$ cat config.mk
export PLATFORM = sky130hd
export DESIGN_NAME = instr_fetch
export DESIGN_NICKNAME = d
export VERILOG_FILES = /design/src/rtl/instr_fetch.sv
export SDC_FILE = /design/constraint.sdc
export NUM_CORES = 1
export LEC_CHECK = 0
export CORE_MARGIN = 2
export CORE_UTILIZATION = 35
export DETAILED_ROUTE_END_ITERATION = 8
export GPL_TIMING_DRIVEN = 0
export PLACE_DENSITY = 0.65
export SETUP_SLACK_MARGIN = 0.02
export SLEW_MARGIN = 20
export SYNTH_ARGS = -nofsm -noshare
export SYNTH_HDL_FRONTEND = slang
export SYNTH_SLANG_ARGS = --single-unit
$ cat constraint.sdc
create_clock -name clk -period 4.1 [get_ports clk]
set_input_delay 0.615 -clock clk [delete_from_list [all_inputs] [get_ports clk]]
set_output_delay 0.615 -clock clk [all_outputs]
set_load 0.1 [all_outputs]
$ cat src/rtl/instr_fetch.sv
// Fetch stage: owns the PC, drives the 1-cycle synchronous imem and loads IF/ID; first valid 2 edges after reset.
// stall freezes PC and IF/ID with imem_en low; branch_taken squashes and refills; HALT stops fetching.
module instr_fetch #(
  parameter int               PC_W     = 16,
  parameter logic [PC_W-1:0]  RESET_PC = '0,
  parameter logic [31:0]      NOP_WORD = 32'hC800_0000,
  parameter logic [6:0]       HALT_OP  = 7'b1101000
) (
  input  logic            clk,
  input  logic            rst,
  input  logic            stall,
  input  logic            branch_taken,
  input  logic [PC_W-1:0] branch_target,
  output logic [PC_W-1:0] imem_addr,
  output logic            imem_en,
  input  logic [31:0]     imem_rdata,
  output logic [31:0]     if_id_instr,
  output logic [PC_W-1:0] if_id_pc,
  output logic            if_id_valid,
  output logic            halted
);

  localparam logic [1:0] S_FILL   = 2'd0;
  localparam logic [1:0] S_RUN    = 2'd1;
  localparam logic [1:0] S_HALTED = 2'd2;

  logic [1:0]      r_state;
  logic [PC_W-1:0] r_pc;
  logic [PC_W-1:0] r_req_pc;
  logic [31:0]     r_instr;
  logic [PC_W-1:0] r_if_id_pc;
  logic            r_valid;
  logic [PC_W-1:0] w_pc_inc;
  logic            w_is_halt;

  assign w_pc_inc  = r_pc + {{(PC_W-1){1'b0}}, 1'b1};
  assign w_is_halt = (imem_rdata[31:25] == HALT_OP);

  // With imem_en low the memory keeps rdata, so a stalled RUN cycle still pairs rdata with req_pc.
  assign imem_addr   = r_pc;
  assign imem_en     = !stall && (r_state != S_HALTED);
  assign if_id_instr = r_instr;
  assign if_id_pc    = r_if_id_pc;
  assign if_id_valid = r_valid;
  assign halted      = (r_state == S_HALTED);

  always_ff @(posedge clk) begin
    if (rst) begin
      r_state    <= S_FILL;
      r_pc       <= RESET_PC;
      r_req_pc   <= '0;
      r_instr    <= NOP_WORD;
      r_if_id_pc <= '0;
      r_valid    <= 1'b0;
    end else if (branch_taken) begin
      r_pc    <= branch_target;
      r_state <= S_FILL;
      r_valid <= 1'b0;
      r_instr <= NOP_WORD;
    end else if (!stall) begin
      case (r_state)
        S_FILL: begin
          r_req_pc <= r_pc;
          r_pc     <= w_pc_inc;
          r_state  <= S_RUN;
          r_valid  <= 1'b0;
        end
        S_RUN: begin
          r_instr    <= imem_rdata;
          r_if_id_pc <= r_req_pc;
          r_valid    <= 1'b1;
          r_req_pc   <= r_pc;
          r_pc       <= w_pc_inc;
          if (w_is_halt) r_state <= S_HALTED;
        end
        S_HALTED: begin
          // HALT has already been presented once; drop to a bubble.
          r_valid <= 1'b0;
          r_instr <= NOP_WORD;
        end
        default: r_state <= S_FILL;
      endcase
    end
  end

endmodule

==> key figures, run 1 <==
Outcome
  – Status: finished clean

Timing
  – Final Hold Vio Count: 0
  – Final worst path period share: 78.5%
  – Fmax: 311 MHz
  – Tmin final: 3.22 ns
  – Hold WS: 0.455 ns
  – Worst Setup Slack, final: 0.881 ns
  – Worst Skew: between 0.01 and 0.015 ns
  – Unrepaired setup endpoints after global routing: no
  – Max Slew Vio Count: 0
  – Slew headroom: between 30% and 40%
  – Slew @ Worst Pin: 1.01 ns
  – Setup TNS: 0 ns
  – Final setup viols: 0

Cells and area
  – Most frequent cells in the layout: clkdlybuf4s50_1 (117), nand2_1 (84), dfxtp_1 (83), nor2_1 (43), a21oi_1 (35)
  – Commonest non-fill, non-tap cell in the layout: clkdlybuf4s50_1
  – Fill cell count: slightly above 900
  – Final nets: around 570
  – Seq. cell area: 1660 µm²
  – Area Growth Syn to Fin: 45.4%
  – Multi-input gate area: around 1500 µm²
  – Inserted Diodes: 0
  – Post-route cell area: just under 5000 µm²
  – Layout cell share with drive strength beyond 1: 5.58%

Synthesis
  – Async set or reset register ratio after synthesis: 0%
  – Synthesized area per cell: 8.52 µm²
  – Mapped Nets: 446
  – Yosys warnings: 0
  – Post-synth EDFFs: 0
  – Leading post-synthesis cells by cell area: dfxtp_1 (50%), nand2_1 (9.5%), a22oi_1 (6.8%), a21oi_1 (5.3%), nor2_1 (4.9%)
  – Area leader, netlist: dfxtp_1
  – Area fraction of the dominant cell type after synthesis: 50.3%
  – Post-Syn Area: ~3300 µm²
  – Unique masters post-synth: 46
  – Post-synthesis sequential area ratio: 50.3%
  – Post-Syn Instances: 388
  – Top_reg_cell synth: dfxtp_1
  – Number of synthesized register bits: 83

Setup path
  – Largest stage delay on the critical path: between 1 and 1.5 ns
  – Crit-path max FO: 6
  – Setup crit start: r_state[0]
  – Worst R2R End: if_id_pc[9]
  – Worst path required time: roughly 3.5 ns
  – Setup crit end kind: output port
  – CP Cell Sequence: inv_1 > ha_1 > nor2_1 > clkdlybuf4s50_1
  – Critical path class: reg2out
  – Crit Reg-Reg Startpoint: r_state[1]
  – WP data arrival: 2.60 ns
  – Critical Path Start Type: flop
  – Reg2Reg Depth: 7
  – Slack of the worst reg-to-reg path: ~2 ns
  – CP endpoint: imem_en
  – Slowest CP cell: clkdlybuf4s50_1

Place
  – PortBufs: 117
  – Post-DP HPWL: 6780 µm
  – Worst slack, placed: 1.22 ns
  – Post-place instance area: 4620 µm²
  – Placer Congestion: 0.839

Floorplan
  – Die height: 101 µm
  – Initial core utilization: between 30% and 40%
  – Row cnt: 35
  – Die width: ~100 µm
  – Die area: 10200 µm²
  – Core Box Area: 9200 µm²
  – Top-level I/O count: 119

Run
  – Max Cap Viol: 0

Global routing
  – Initial antenna violation count: 0
  – Grt ovf: 0
  – Vias in the first global route: 3214
  – All-Layer GR Usage: 18.1%
  – Largest net degree at the start of global routing: 14
  – Global-route wire length before repair: around 15000 µm

Power and ir drop
  – Peak VDD IR: ~0.00015 V
  – Leakage: 1.63 nW
  – P per Cell Area: 356 nW/µm²

Route
  – DRC viols: 0
  – Post-DRT Antenna Nets: 0
  – DR pass1 iterations: 4
  – DR vias: 3178
  – Drt total wl: 8890 µm
  – Routed length per instance: 14.1 µm
  – Iter 0 DRT Violations: roughly 90
  – Vias per inst: 5.04

Clock tree
  – Postcts setup bufs: 0
  – CTS Sinks: just over 80
  – Num CTS Buffers: 9
  – Worst skew pair latency: between 0.3 and 0.4 ns
  – CTS Hold Buffers Added: 0
  – Post_cts resized: 0
  – CTS tree: built
  – CTS Buffer Depth: 2
  – Clock Pin Slew Worst Setup and Hold Paths: 0.08 ns
  – Clock Tree Root: clkbuf_8
  – H-tree depth: 3

Hold path
  – Hold WC Path Type: reg2reg
-- cells in the mapped netlist, types with 4 or more instances --
master and n:
a211oi_1 6, a21oi_1 35, a22oi_1 30, a311oi_1 4
clkbuf_1 17, dfxtp_1 83, ha_1 6, nand2_1 84
nand3_1 7, nand4_1 6, nor2_1 43, or3_1 5
or4_1 4, xor2_1 5
-- metrics by stage --
stage	std cells	util (%)	power, mW
after global placement	616	50.2	1.15
after CTS	631	52.3	1.73
after floorplan	388	-	1.05
after detailed placement	616	50.2	1.16
after global routing	631	52.3	1.78
final	631	52.3	1.71
-- report_power, final --
group / switching (mW) / internal, mW / total, mW / leakage [nW]
Sequential: 0.0239 / 0.826 / 0.850 / 0.674
Clock: 0.284 / 0.293 / 0.577 / 0.102
Combinational: 0.187 / 0.0990 / 0.286 / 0.855
Total: 0.495 / 1.22 / 1.71 / 1.63
-- logic make-up (layout without fill, tap and decap cells) --
family	count (synthesis)	in the layout	synth area share, %
adders and majority gates	6	6	2.27
muxes	1	1	0.303
buffers and inverters	30	162	4.01
DFF	83	83	50.3
xor gates and xnor gates	7	7	1.85
and+or+nand+nor	169	169	22.8
AOI/OAI and AO/OA	92	92	18.5
-- worst min-delay path by stage --
stage            startpoint           end  slack (ns)  cells past startpoint
6_report        if_id_pc[5]   if_id_pc[5]        0.45                      2
5_1_grt        if_id_pc[11]  if_id_pc[11]        0.48                      2
4_1_cts         r_req_pc[4]   if_id_pc[4]        0.46                      2
3_5_place_dp    r_req_pc[4]   if_id_pc[4]        0.45                      2
3_3_place_gp   if_id_pc[12]  if_id_pc[12]        0.44                      2
2_1_floorplan   r_req_pc[0]   if_id_pc[0]        0.43                      2
-- layout make-up --
type | instances | share of cell area [%]
flip-flops and latches | 83 | 34.6
inverters | 4 | 0.312
plain buffers | 26 | 2.45
clock buffers | 10 | 2.86
repair buffers | 117 | 24.4
clock inverters | 5 | 1.12
multi-input cells | 275 | 31.4
well taps | 111 | 2.89
-- flip-flops by register name, summed over array words and instances, names as in the netlist --
signal,cells
if_id_instr,32
if_id_pc,16
if_id_valid,1
imem_addr,16
r_req_pc,16
r_state,2
-- routing by layer --
metal / routed length, µm / global-route usage (%) / vias up
met2: 4140 / 30.3 / 102
met5: 0 / 0 / -
met4: 145 / 7.17 / 0
li1: - / - / 1611
met3: 701 / 5.66 / 14
met1: 3910 / 21.6 / 1451
-- worst max-delay path, delay by kind of cell (launching register included) --
kind / cells / cell delay [ns]
buf+inv: 2 / 1.32
simple gates: 1 / 0.32
flops: 1 / 0.38
fa+ha+maj: 1 / 0.24
(Power assumes the default switching activity.)
==> run 2: changes to the inputs <==
==> constraint.sdc (replaced) <==
create_clock -name clk -period 2.99 [get_ports clk]
set_input_delay 0.4485 -clock clk [delete_from_list [all_inputs] [get_ports clk]]
set_output_delay 0.4485 -clock clk [all_outputs]
set_load 0.1 [all_outputs]
==> key figures, run 2 (synthesis gave the netlist of run 1 again) <==
Cells and area
  – Layout Cells excl Fill: 632 (+0.16%)
  – Area Growth Syn to Fin: 45.6%
  – Finished Core Util: 52.3% (+0.054 points)
  – Inserted Diodes: 0 (unchanged)
  – Final nets: 574 (unchanged)
  – Max FFs per register: 32 (unchanged)
  – Layout cell share with drive strength beyond 1: 5.57% (-0.011 points)
  – Most frequent cells in the layout: clkdlybuf4s50_1 (116), nand2_1 (84), dfxtp_1 (83), nor2_1 (42), a21oi_1 (35)
  – Post-route cell area: 4810 µm² (+0.10%)
  – Commonest non-fill, non-tap cell in the layout: clkdlybuf4s50_1

Global routing
  – Vias in the first global route: 3175 (-1.2%)
  – All-Layer GR Usage: 18.3% (+0.22 points)
  – Global-route wire length before repair: 14900 µm (+0.56%)
  – Grt ovf: 0 (unchanged)
  – Largest net degree at the start of global routing: 14 (unchanged)
  – Initial antenna violation count: 0 (unchanged)

Clock tree
  – CTS Hold Buffers Added: 0 (unchanged)
  – Postcts setup bufs: 0 (unchanged)
  – Num CTS Buffers: 9 (unchanged)
  – H-tree depth: 3 (unchanged)
  – CTS tree: built
  – CTS Sinks: 83 (unchanged)
  – Post_cts resized: 1 (+1)
  – Worst skew pair latency: 0.35 ns (about the same)
  – CTS Buffer Depth: 2 (unchanged)
  – Clock Tree Root: clkbuf_8
  – Clock Pin Slew Worst Setup and Hold Paths: 0.08 ns (about the same)

Place
  – Post-place instance area: 4620 µm² (about the same)
  – Worst slack, placed: 0.390 ns (-0.833 ns)
  – Post-DP HPWL: 6840 µm (+0.95%)
  – Placer Congestion: 0.831 (-0.97%)
  – Placed Cells: 616 (unchanged)
  – PortBufs: 117 (unchanged)

Timing
  – Worst Skew: 0.00943 ns (-0.00104 ns)
  – Final worst path period share: 89.4%
  – Slew @ Worst Pin: 1.01 ns (-0.00504 ns)
  – Setup TNS: 0 ns (unchanged)
  – Max Slew Vio Count: 0 (unchanged)
  – Fmax: between 300 and 400 MHz
  – Unrepaired setup endpoints after global routing: no
  – Hold WS: 0.422 ns (-0.0324 ns)
  – Tmin final: 2.67 ns
  – Slew headroom: 32.6% (+0.34 points)
  – Worst Setup Slack, final: 0.318 ns (-0.563 ns)
  – Final Hold Vio Count: 0 (unchanged)
  – Final setup viols: 0 (unchanged)

Run
  – Max Cap Viol: 0 (unchanged)

Route
  – Vias per inst: 5.02 (-0.25%)
  – Drt total wl: 9030 µm (+1.6%)
  – DR vias: 3175 (-0.094%)
  – DR pass1 iterations: 4 (unchanged)
  – Iter 0 DRT Violations: 68 (-25%)
  – Post-DRT Antenna Nets: 0 (unchanged)
  – DRC viols: 0 (unchanged)
  – Routed length per instance: 14.3 µm (+1.4%)

Power and ir drop
  – Leakage: 1.62 nW (-0.47%)
  – P per Cell Area: 493 nW/µm² (+38%)
  – Total Power: 2.37 mW (+38%)
  – Peak VDD IR: 0.000276 V (+85%)

Floorplan
  – Row cnt: 35 (unchanged)
  – Die height: 101 µm (unchanged)
  – Die width: 101 µm (unchanged)
  – Top-level I/O count: 119 (unchanged)
  – Die area: 10200 µm² (unchanged)
  – Initial core utilization: 35.9% (unchanged)
  – Core Box Area: 9200 µm² (unchanged)

Setup path
  – Setup crit end kind: output port
  – Worst path required time: 2.54 ns (-0.94 ns)
  – CP endpoint: halted
  – Critical path class: reg2out
  – Slack of the worst reg-to-reg path: 0.90 ns (-1.11 ns)
  – Critical Path Start Type: flop
  – WP data arrival: 2.22 ns (-0.38 ns)
  – Setup crit start: r_state[0]
  – Crit Reg-Reg Startpoint: r_state[1]
  – Crit-path max FO: 4 (-2)
  – Reg2Reg Depth: 7 (unchanged)
  – Worst R2R End: if_id_pc[7]

Hold path
  – Hold WC Path Type: in2reg
  – Hold_sp: stall

Outcome
  – Status: finished clean
## run 2: cell types whose count changed in the layout (fill, tap and decap cells not counted), sizes merged
cell and change:
dlygate4sd2 +1, clkinvlp +2, clkbuf +2, clkdlybuf4s50 -1, clkinv -3
## run 2: report_power, final
| group | switching (mW) | internal, mW | leakage, nW |
|---|---|---|---|
| logic | 0.257 | 0.135 | 0.857 |
| clock network | 0.403 | 0.409 | 0.0926 |
| registers | 0.0332 | 1.13 | 0.674 |
| total | 0.694 | 1.68 | 1.62 |
## run 2: worst min-delay path by stage
stage / to / cells after the start
finish: if_id_valid / 3
global route: if_id_valid / 3
CTS: if_id_valid / 3
detailed placement: if_id_pc[5] / 2
global placement: if_id_pc[10] / 2
floorplan: if_id_pc[0] / 2
## run 2: area by class of cell
cell class	instances	area (µm²)
fillers	915	4380
flip-flops and latches	83	1660
multi-input cells	275	1510
repair buffers	117	1170
clock buffers	12	145
well taps	111	139
plain buffers	26	118
clock inverters	4	50.0
inverters	4	15.0
## run 2: metal layers
metal	up-vias	part of all wire [%]	global-route usage, %
met5	-	0	0
met4	0	1.4	7.48
met3	11	9.1	7.04
met2	110	46	29.3
met1	1438	44	22.1
li1	1616	-	-
## run 2: critical path, stage by stage (launching register included)
cell and delay [ns]:
dfxtp_1 0.34, inv_1 0.11, ha_1 0.25, clkdlybuf4s50_1 1.18
